### src/rtl/tl45_wb_arbiter.sv
// tl45_wb_arbiter: two-master (A = fetch, B = load/store) to one-slave pipelined Wishbone arbiter with bus watchdog
//
// Ports:
//   i_clk, i_reset               clock, synchronous active-high reset
//   i_{a,b}_cyc/stb/we           master cycle, strobe, write enable
//   i_{a,b}_addr/data/sel        master word address, write data, byte lanes
//   o_{a,b}_ack/stall/err        per-master responses (non-owner: stall=1, ack=err=0)
//   o_{a,b}_data                 read data, straight copy of i_wb_data
//   o_wb_cyc/stb/we/addr/data/sel  slave-side request, copy of the owner's inputs
//   i_wb_ack/stall/err/data      slave responses
module tl45_wb_arbiter #(
    parameter int AW      = 30,
    parameter int DW      = 32,
    parameter int OPT_RR  = 0,
    parameter int TIMEOUT = 1023
) (
    input  logic            i_clk,
    input  logic            i_reset,
    input  logic            i_a_cyc,
    input  logic            i_a_stb,
    input  logic            i_a_we,
    input  logic [AW-1:0]   i_a_addr,
    input  logic [DW-1:0]   i_a_data,
    input  logic [DW/8-1:0] i_a_sel,
    output logic            o_a_ack,
    output logic            o_a_stall,
    output logic            o_a_err,
    output logic [DW-1:0]   o_a_data,
    input  logic            i_b_cyc,
    input  logic            i_b_stb,
    input  logic            i_b_we,
    input  logic [AW-1:0]   i_b_addr,
    input  logic [DW-1:0]   i_b_data,
    input  logic [DW/8-1:0] i_b_sel,
    output logic            o_b_ack,
    output logic            o_b_stall,
    output logic            o_b_err,
    output logic [DW-1:0]   o_b_data,
    output logic            o_wb_cyc,
    output logic            o_wb_stb,
    output logic            o_wb_we,
    output logic [AW-1:0]   o_wb_addr,
    output logic [DW-1:0]   o_wb_data,
    output logic [DW/8-1:0] o_wb_sel,
    input  logic            i_wb_ack,
    input  logic            i_wb_stall,
    input  logic            i_wb_err,
    input  logic [DW-1:0]   i_wb_data
);
    localparam int CW = $clog2(TIMEOUT) + 1;
    localparam logic [1:0] IDLE  = 2'd0;
    localparam logic [1:0] OWN_A = 2'd1;
    localparam logic [1:0] OWN_B = 2'd2;

    logic [1:0]    state_q, state_d;
    logic [CW-1:0] outs_q, outs_d, wd_q, wd_d;
    logic          last_q, last_d;
    logic          blk_a_q, blk_a_d, blk_b_q, blk_b_d;
    logic          kill_q, kill_d;
    logic          own_a, own_b, own, own_cyc, own_stb, live;
    logic          req_a, req_b, win_b, rel, abort, killed, wb_cyc, wb_stb;

    assign own_a   = state_q == OWN_A;
    assign own_b   = state_q == OWN_B;
    assign own     = own_a | own_b;
    assign own_cyc = own_a ? i_a_cyc : own_b & i_b_cyc;
    assign own_stb = own_a ? i_a_stb : own_b & i_b_stb;
    assign live    = own & ~i_reset;
    // a master that was aborted may not be re-granted until it lets go of cyc
    assign req_a   = i_a_cyc & i_a_stb & ~blk_a_q;
    assign req_b   = i_b_cyc & i_b_stb & ~blk_b_q;
    // last_q = 1 means B held the bus last, so A wins the next tie
    assign win_b   = (req_a & req_b) ? ((OPT_RR != 0) ? ~last_q : 1'b1) : req_b;
    assign rel     = own & ~own_cyc;
    assign abort   = own & ~kill_q & (outs_q != '0) & ~i_wb_ack & ~i_wb_err & (wd_q == CW'(TIMEOUT - 1));
    // kill_q holds the bus low after a slave error until the owner drops cyc
    assign killed  = kill_q | abort;
    assign wb_cyc  = live & own_cyc & ~killed;
    assign wb_stb  = wb_cyc & own_stb;

    always_ff @(posedge i_clk) begin
        if (i_reset) begin
            state_q <= IDLE;
            outs_q  <= '0;
            wd_q    <= '0;
            last_q  <= 1'b1;
            blk_a_q <= 1'b0;
            blk_b_q <= 1'b0;
            kill_q  <= 1'b0;
        end else begin
            state_q <= state_d;
            outs_q  <= outs_d;
            wd_q    <= wd_d;
            last_q  <= last_d;
            blk_a_q <= blk_a_d;
            blk_b_q <= blk_b_d;
            kill_q  <= kill_d;
        end
    end

    always_comb begin
        state_d = abort ? IDLE
                : own_a ? (i_a_cyc ? OWN_A : req_b ? OWN_B : IDLE)
                : own_b ? (i_b_cyc ? OWN_B : req_a ? OWN_A : IDLE)
                : (req_a | req_b) ? (win_b ? OWN_B : OWN_A) : IDLE;
        last_d  = (state_d == OWN_A) ? 1'b0 : (state_d == OWN_B) ? 1'b1 : last_q;
        blk_a_d = (abort & own_a) | (blk_a_q & i_a_cyc);
        blk_b_d = (abort & own_b) | (blk_b_q & i_b_cyc);
        kill_d  = own & ~rel & ~abort & (kill_q | i_wb_err);
        outs_d  = (~own | rel | i_wb_err | abort | kill_q) ? '0
                : outs_q + CW'(wb_stb & ~i_wb_stall) - CW'(i_wb_ack & (outs_q != '0));
        wd_d    = (~own | rel | i_wb_ack | i_wb_err | abort | kill_q | (outs_q == '0)) ? '0
                : wd_q + 1'b1;
    end

    always_comb begin
        o_wb_cyc  = wb_cyc;
        o_wb_stb  = wb_stb;
        o_wb_we   = live & (own_a ? i_a_we : i_b_we);
        o_wb_addr = live ? (own_a ? i_a_addr : i_b_addr) : '0;
        o_wb_data = live ? (own_a ? i_a_data : i_b_data) : '0;
        o_wb_sel  = live ? (own_a ? i_a_sel : i_b_sel) : '0;
        o_a_ack   = live & own_a & ~kill_q & i_wb_ack;
        o_b_ack   = live & own_b & ~kill_q & i_wb_ack;
        o_a_err   = live & own_a & ((~kill_q & i_wb_err) | abort);
        o_b_err   = live & own_b & ((~kill_q & i_wb_err) | abort);
        o_a_stall = (live & own_a & ~killed) ? i_wb_stall : 1'b1;
        o_b_stall = (live & own_b & ~killed) ? i_wb_stall : 1'b1;
        o_a_data  = i_wb_data;
        o_b_data  = i_wb_data;
    end
endmodule
### config.mk
export PLATFORM = sky130hd
export DESIGN_NAME = tl45_wb_arbiter
export DESIGN_NICKNAME = d
export VERILOG_FILES = /design/src/rtl/tl45_wb_arbiter.sv
export SDC_FILE = /design/constraint.sdc
export NUM_CORES = 1
export LEC_CHECK = 0
export BUFFER_PORTS_ARGS = -buffer_cell sky130_fd_sc_hd__buf_2
export CAP_MARGIN = 25
export CELL_PAD_IN_SITES_DETAIL_PLACEMENT = 2
export CELL_PAD_IN_SITES_GLOBAL_PLACEMENT = 2
export CORE_UTILIZATION = 19
export DETAILED_ROUTE_END_ITERATION = 8
export GPL_TIMING_DRIVEN = 0
export HOLD_SLACK_MARGIN = 0.15
export PLACE_DENSITY = 0.95
export REMOVE_ABC_BUFFERS = 1
export SLEW_MARGIN = 10
export SYNTH_ARGS = -nofsm -noshare
export SYNTH_HDL_FRONTEND = slang
export SYNTH_SLANG_ARGS = --single-unit
### constraint.sdc
create_clock -name i_clk -period 12.1 [get_ports i_clk]
set_input_delay 0.605 -clock i_clk [delete_from_list [all_inputs] [get_ports i_clk]]
set_output_delay 0.605 -clock i_clk [all_outputs]
set_load 0.005 [all_outputs]
[Word-level counts from Yosys, hierarchy flattened]
Cells that the tools add are included.
Operators by class
  reductions and logical operators: 5
  muxes and demuxes: 20
  bitwise operators: 66
  add/sub/neg operators: 3
  equality and inequality tests: 3
Operators by type and width (count)
  $mux 32: 2
  $mux 30: 2
  $and 1x1->1: 37
  $or 1x1->1: 16
  $mux 2: 7
  $add 11x1->11 const B: 1
  $add 11x11->11: 1
  $and 1x11->11: 1
  $eq 11x10->1 const B: 1
  $logic_not 11->1: 1
  $not 1->1: 11
  $not 1->11: 1
  $reduce_bool 11->1: 1
  $sub 11x1->11: 1
  $mux 4: 2
  $mux 1: 7
  $reduce_or 2->1: 3
  $eq 2x1->1 const B: 1
  $eq 2x2->1 const B: 1
Storage, ports and cells
  logic and storage cells: 103
  bits in registers: 27
  input port bits: 175

[Depth between registers and ports, before layout]
Gate-level depths: netlist of the first run.
  depth in word-level cells: 14
  depth in mapped cells: 18
  mapped depth without buffers: 17

[Worst setup path before layout of the first run]
Ideal clock, no wire load.
  path type: input port to flip-flop
  start: input port i_reset
  end: register outs_q[8]
  setup time: 122 ps
  data arrival time: 3782 ps
  cell stages on the path: 16
  buffers on the path: 2
  path slack: 8196 ps
  data required time: 11978 ps
  path through: buf_2 or2_1 clkbuf_1 a21oi_4 nand2b_4 or4_1 ha_1 inv_1 ha_1 inv_1 fa_1 nand2b_1 a2111oi_1 o211ai_1 a21boi_0 nor3b_2
On the way
  word-level cells in the longest chain between the ends: 8
RTL lines
  start, declared: line 18  | input logic i_reset,
  $not 1->1: line 68  | assign live = own & ~i_reset;
  $and 1x1->1: line 68
  $and 1x1->1 (2 in a row): line 78  | assign wb_cyc = live & own_cyc & ~killed;
  $and 1x1->1: line 79  | assign wb_stb = wb_cyc & own_stb;
  $and 1x11->11: line 111  | : outs_q + CW'(wb_stb & ~i_wb_stall) - CW'(i_wb_ack & (outs_q != '0));
  $add 11x11->11: line 111
  $sub 11x1->11: line 111
  end signal, assigned: line 92  | outs_q <= outs_d;
  end, declared: line 56  | logic [CW-1:0] outs_q, outs_d, wd_q, wd_d;
Parallel ways exist; a longest one is shown, timed or not.
A chain may end at the register's enable or synchronous reset.

[Worst setup path in the final report of the first run]
  start: register state_q[0]
  end: register outs_q[10]
On the way
  word-level cells in the longest chain between the ends: 14
RTL lines
  start, declared: line 55  | logic [1:0] state_q, state_d;
  start signal, assigned: line 91  | state_q <= state_d;
  $eq 2x1->1 / $eq 2x2->1 (equally long branches): line 63, 64
  $or 1x1->1: line 65  | assign own = own_a | own_b;
  $and 1x1->1 (5 in a row): line 75  | assign abort = own & ~kill_q & (outs_q != '0) & ~i_wb_ack & ~i_wb_err & (wd_q == CW'(TIMEOUT - 1));
  $or 1x1->1: line 77  | assign killed = kill_q | abort;
  $not 1->1: line 78
  $and 1x1->1: line 78
  $and 1x1->1: line 79
  $and 1x11->11: line 111
  $add 11x11->11: line 111
  $sub 11x1->11: line 111
Parallel ways exist; a longest one is shown, timed or not.

==> results of run 1 <==
==> synth_stat cells, drive strengths merged (3+ instances only) <==
master	instances
xnor2	5
nand2	8
buf	76
a21o	3
ha	19
clkbuf	9
nor3	6
inv	23
a21oi	13
dfxtp	27
a211oi	3
nor3b	4
xor2	9
mux2i	67
nor2	98
nand3b	8
nand3	6
nor2b	3
==> power groups by stage <==
stage	Sequential, W	Clock (W)	Combinational [W]
3_5_place_dp	0.0000916	0	0.0000695
4_1_cts	0.0000895	0.0000805	0.0000697
6_report	0.0000894	0.0000786	0.0000684
3_3_place_gp	0.0000914	0	0.0000684
2_1_floorplan	0.0000914	0	0.0000310
5_1_grt	0.0000895	0.0000830	0.0000752
==> cell usage in the layout (no fill, tap or decap), drive strengths merged, types with 2 or more instances in the layout <==
cell,n
nor3b,4
and4,2
nand3b,8
dfxtp,27
nand3,6
mux2i,67
nor2b,3
o21a,2
nand2b,2
nand2,8
a211oi,3
a21boi,2
nor4bb,2
xnor2,5
clkbuf,3
nor3,6
a21o,3
ha,19
o21ai,2
buf,218
a22oi,2
inv,23
a21oi,13
nand4,2
nor2,98
a2111oi,2
xor2,9
==> metrics by stage <==
step / utilization, % / total power [W]
floorplan: - / 0.000122
global route: 24.8 / 0.000248
CTS: 24.8 / 0.000240
finish: 24.8 / 0.000236
global placement: 24.1 / 0.000160
detailed placement: 24.4 / 0.000161
==> logic make-up (layout without fill, tap and decap cells) <==
family,Yosys count,in the layout,share of synthesized area (%)
fa+ha+maj,20,20,8.03
simple gates,148,148,22.0
flops,27,27,16.8
compound gates,33,33,7.32
buf+inv,108,245,21.1
xor+xnor,14,14,3.82
mux,67,67,20.9
==> state kept, by name (all words and copies together) (netlist names) <==
signal	flops
blk_b_q	1
blk_a_q	1
outs_q	11
state_q	2
wd_q	11
kill_q	1
==> final cells by class <==
type | count | area, µm²
Fill cell | 1981 | 12400
Multi-Input combinational cell | 282 | 2010
Timing Repair Buffer | 218 | 1110
Sequential cell | 27 | 541
Tap cell | 220 | 275
Inverter | 23 | 86.3
Clock buffer | 3 | 75.1
Clock inverter | 1 | 5.00
==> critical path: cells and delay by family, from the launching register on <==
kind | cells | cell delay (ps)
adders and majority gates | 4 | 1170
buffers and inverters | 3 | 190
DFF | 1 | 380
and+or+nand+nor | 5 | 1320
AOI/OAI and AO/OA | 4 | 1540
==> metal layers <==
| metal | up-vias | track usage (%) | wire length [µm] |
|---|---|---|---|
| met4 | 0 | 2.97 | 126 |
| met1 | 1620 | 16.2 | 5310 |
| met5 | - | 4.44 | 0 |
| met3 | 14 | 6.57 | 1440 |
| met2 | 184 | 28.0 | 7040 |
| li1 | 1592 | - | - |
==> how the worst max path moves through the flow <==
stage,cells after the start,endpoint,start,slack (ps)
2_1_floorplan,16,outs_q[8],state_q[1],6010
3_3_place_gp,16,outs_q[10],state_q[1],4810
3_5_place_dp,15,outs_q[10],i_reset,7380
4_1_cts,16,outs_q[10],state_q[0],7350
5_1_grt,16,outs_q[10],state_q[0],7090
6_report,16,outs_q[10],state_q[0],7380
==> results.cfg, run 1 <==
[status]
status = complete, no violations

[yosys]
yosysUniqueCellTypes = 47
syn_avg_cell_area_um2 = 7.70
synth_ff_type = dfxtp_1
yosysTopAreaCell = mux2i_1
yosys.area.top_type_share_pct = 20.9
ys_seq_area_share_pct = 16.8
synth_area_leaders = mux2i_1 21%, dfxtp_1 17%, buf_4 15%, nor2_1 11%, ha_1 7.4%
yosys_warnings = 0
synth-edff-count = 0
netlist_area_um2 = 3210
async_flop_share_pct = 0
postSynthCellCount = 417
ys_seq_elements = 27

[timing]
skew_ps = 5.84
clock.fmax_mhz = 212
tightest_slew_ps = 769
hold_ws_ps = 469
setup_tns_ps = 0
fin_ws_ps = 7380
rsz0062_at_grt = false
period_minus_slack_ps = 4720
slew_headroom_pct = 48.6
maxSlewViolCount = 0
finalHoldViolations = 0
setup-violations-final = 0
fin_crit_sh_pct = 39.0

[setup_path]
endpoint_kind = flop
crit_required_ps = 12250
r2r_slack_ps = 7380
crit_fanout = 68
worst_r2r_startpoint = state_q[0]
rr_worst_depth = 16
crit_chain = inv_1, ha_1, or2_4, a21oi_4, nand2b_4, or4_1, ha_1, inv_1, ha_1, inv_1, fa_1, nand2b_1, a2111oi_1, o21ai_0, a21oi_1, nor3b_2
r2r_end = outs_q[10]
crit_path_max_incr_delay_ps = 750
critPathArrivalTime_ps = 4870
crit_slowest_cell = a2111oi_1
path_class = flop to flop
crit_path_start_kind = flop

[cts]
tritoncts = built
numCtsBuffers = 3
hold_buffers = 0
cts-root-buf = clkbuf_16
postCtsSetupRepairBufs = 0
h-tree-depth = 1
clk_latency_ps = 270
clock_path_buffers = 2
clk_pin_slew_ps = 70
ctsResizeCount = 0
clock_sinks = 27

[cells_and_area]
antenna_cells = 0
syn_to_final_growth_pct = 27.8
drive_gt1_share_pct = 41.7
stdcell_count = 774
nets = 750
stdcell_area_um2 = 4100

[power_and_ir_drop]
power.internal_w = 0.000170
p_sw_share_pct = 28.1
p_seq_share_pct = 37.8
p_sw_w = 0.0000663
pwr_density_cell_nw_per_um2 = 57.6
power.leakage_nw = 1.91
ir_drop_uv = 47.7
clkPwrFrac_pct = 33.2
p_comb_share_pct = 28.9

[die]
die_h_um = 132
std_cell_rows = 47
design.core.area_um2 = 16500
ioPinCount = 314
die_x_um = 132
design.die.area_um2 = 17400
start_util_pct = 19.4

[routing]
first_pass_iters = 4
viasPerCell = 4.41
wl_um = 13900
drc = 0
ant_nets = 0
vias = 3410
drt-wirelength-per-cell_um = 18.0
drtIter0Drc = 102

[worst_hold_path]
whs_path_depth = 1
hold_class = flop to flop
hp-start = wd_q[0]
holdPathEnd = wd_q[0]

[placement]
placedCellCount = 770
place_area_um2 = 4020
place_hpwl_um = 11700
dp_slack_ps = 7380
routabilityCongestion = 0.740
portBuffers = 217

[grt]
grt_pass1_wl_um = 21000
overflow = 0
grt_usage_pct = 15.4
grt_pass1_vias = 3845
antenna_found_initial = 0
grt_max_degree = 69

[run]
cap_violations = 0
Power figures use the tool's default switching activity.
==> run 2, diff against run 1 <==
--- a/config.mk
+++ b/config.mk
@@ -9,11 +9,11 @@
 export CAP_MARGIN = 25
 export CELL_PAD_IN_SITES_DETAIL_PLACEMENT = 2
 export CELL_PAD_IN_SITES_GLOBAL_PLACEMENT = 2
-export CORE_UTILIZATION = 19
+export CORE_UTILIZATION = 17
 export DETAILED_ROUTE_END_ITERATION = 8
 export GPL_TIMING_DRIVEN = 0
 export HOLD_SLACK_MARGIN = 0.15
-export PLACE_DENSITY = 0.95
+export PLACE_DENSITY = 0.9
 export REMOVE_ABC_BUFFERS = 1
 export SLEW_MARGIN = 10
 export SYNTH_ARGS = -nofsm -noshare
==> constraint.sdc (replaced) <==
create_clock -name i_clk -period 4.85 [get_ports i_clk]
set_input_delay 0.2425 -clock i_clk [delete_from_list [all_inputs] [get_ports i_clk]]
set_output_delay 0.2425 -clock i_clk [all_outputs]
set_load 0.005 [all_outputs]
==> results.cfg, run 2 (same netlist as run 1, synthesis figures left out) <==
[status]
status = complete, no violations

[worst_hold_path]
hp-start = i_a_cyc
hold_class = input pin to flop
holdPathEnd = state_q[0]
whs_path_depth = 3

[setup_path]
r2r_end = outs_q[8]
rr_worst_depth = 16
crit_required_ps = 5000
crit_path_start_kind = flop
crit_fanout = 68
r2r_slack_ps = 440
path_class = flop to flop
worst_r2r_startpoint = state_q[0]
endpoint_kind = flop
critPathArrivalTime_ps = 4560

[timing]
maxSlewViolCount = 0
clock.fmax_mhz = 227
hold_ws_ps = 263
period_minus_slack_ps = 4410
setup_tns_ps = 0
fin_ws_ps = 437
slew_headroom_pct = 47.4
fin_crit_sh_pct = 91.0
finalHoldViolations = 0
skew_ps = 6.63
rsz0062_at_grt = false
setup-violations-final = 0
tightest_slew_ps = 789

[power_and_ir_drop]
pwr_density_cell_nw_per_um2 = 146
power_w = 0.000603
power.leakage_nw = 1.92
ir_drop_uv = 114

[cts]
clk_pin_slew_ps = 80
clock_path_buffers = 2
postCtsSetupRepairBufs = 0
hold_buffers = 0
cts-root-buf = clkbuf_16
clk_latency_ps = 270
numCtsBuffers = 3
tritoncts = built
h-tree-depth = 1
clock_sinks = 27

[routing]
drt-wirelength-per-cell_um = 18.7
drtIter0Drc = 55
wl_um = 14700
first_pass_iters = 4
ant_nets = 0
vias = 3410
viasPerCell = 4.35
drc = 0

[die]
die_x_um = 139
design.die.area_um2 = 19400
ioPinCount = 314
die_h_um = 139
std_cell_rows = 49
start_util_pct = 17.6
design.core.area_um2 = 18200

[placement]
place_hpwl_um = 12500
dp_slack_ps = 231
portBuffers = 217
routabilityCongestion = 0.805

[grt]
overflow = 0
antenna_found_initial = 2
use_met1_pct = 15.0
grt.met2_usage_pct = 26.9
grt_pass1_wl_um = 21700
grt_max_degree = 69
grt-busiest-layer = met2
grt_usage_pct = 14.6
gr-usage-met3_pct = 7.09
grt_pass1_vias = 3705

[cells_and_area]
final_common_cell = buf_2
syn_to_final_growth_pct = 28.5
fillers = 2203
nets = 750
seqCellArea_um2 = 541
final_cell_mix = 217 x buf_2, 98 x nor2_1, 67 x mux2i_1
largestRegisters = outs_q x11, wd_q x11, state_q x2
drive_gt1_share_pct = 41.9
multi_input_area_um2 = 2010

[run]
cap_violations = 0
## run 2: cell count changes in the layout (fill, tap and decap cells not counted), sizes merged
cell / change
clkinv: -1
inv: +1
diode: +1
## run 2: what timing repair did
| item | CTS | global route |
|---|---|---|
| endpoints found under the setup margin | 0 | 2 |
| endpoints found under the hold margin | 0 | 0 |
| gates resized for setup | 0 | 1 |
## run 2: final cells by class
cell class / instances / share of cell area, %
Multi-Input combinational cell: 282 / 48.8
Sequential cell: 27 / 13.1
Inverter: 23 / 2.09
Clock buffer: 3 / 1.82
Antenna cell: 1 / 0.0606
Timing Repair Buffer: 218 / 27.0
Clock inverter: 1 / 0.212
Tap cell: 229 / 6.94
## run 2: worst max-delay path, stage by stage, from the launching register on
cell and delay, ps:
dfxtp_1 390, inv_1 70, ha_1 330, or2_4 500, a21oi_4 330, nand2b_4 80, or4_1 480, ha_1 280
inv_1 60, ha_1 160, inv_1 50, fa_1 390, nand2b_1 200, a2111oi_2 470, o211ai_1 170, a21boi_0 260
nor3b_2 70
## run 2: worst max-delay path by stage
stage                     startpoint    endpoint  slack [ps]
after floorplan           state_q[1]   outs_q[8]       -1240
after global placement    state_q[1]  outs_q[10]       -2470
after detailed placement  state_q[0]  outs_q[10]         230
after CTS                 state_q[0]  outs_q[10]         210
final                     state_q[0]   outs_q[8]         440
after global routing      state_q[0]   outs_q[8]          60
## run 2: report_power, final
part	leakage, nW	internal [W]	switching, W
registers	0.218	0.000222	0.000000852
clock network	0.0415	0.000115	0.0000917
logic	1.66	0.0000905	0.0000834
total	1.92	0.000427	0.000176
## run 2: metal layers
| metal | routed length, µm | share of wire (%) |
|---|---|---|
| met5 | 69 | 0.47 |
| met4 | 126 | 0.86 |
| met3 | 1560 | 11 |
| met1 | 5470 | 37 |
| met2 | 7460 | 51 |
## run 2: metrics by stage
stage	area [µm²]	util (%)	instances
after floorplan	2620	-	332
after global placement	3990	21.9	778
after detailed placement	4040	22.2	779
after CTS	4120	22.6	783
after global routing	4120	22.6	783
final	4130	22.7	784
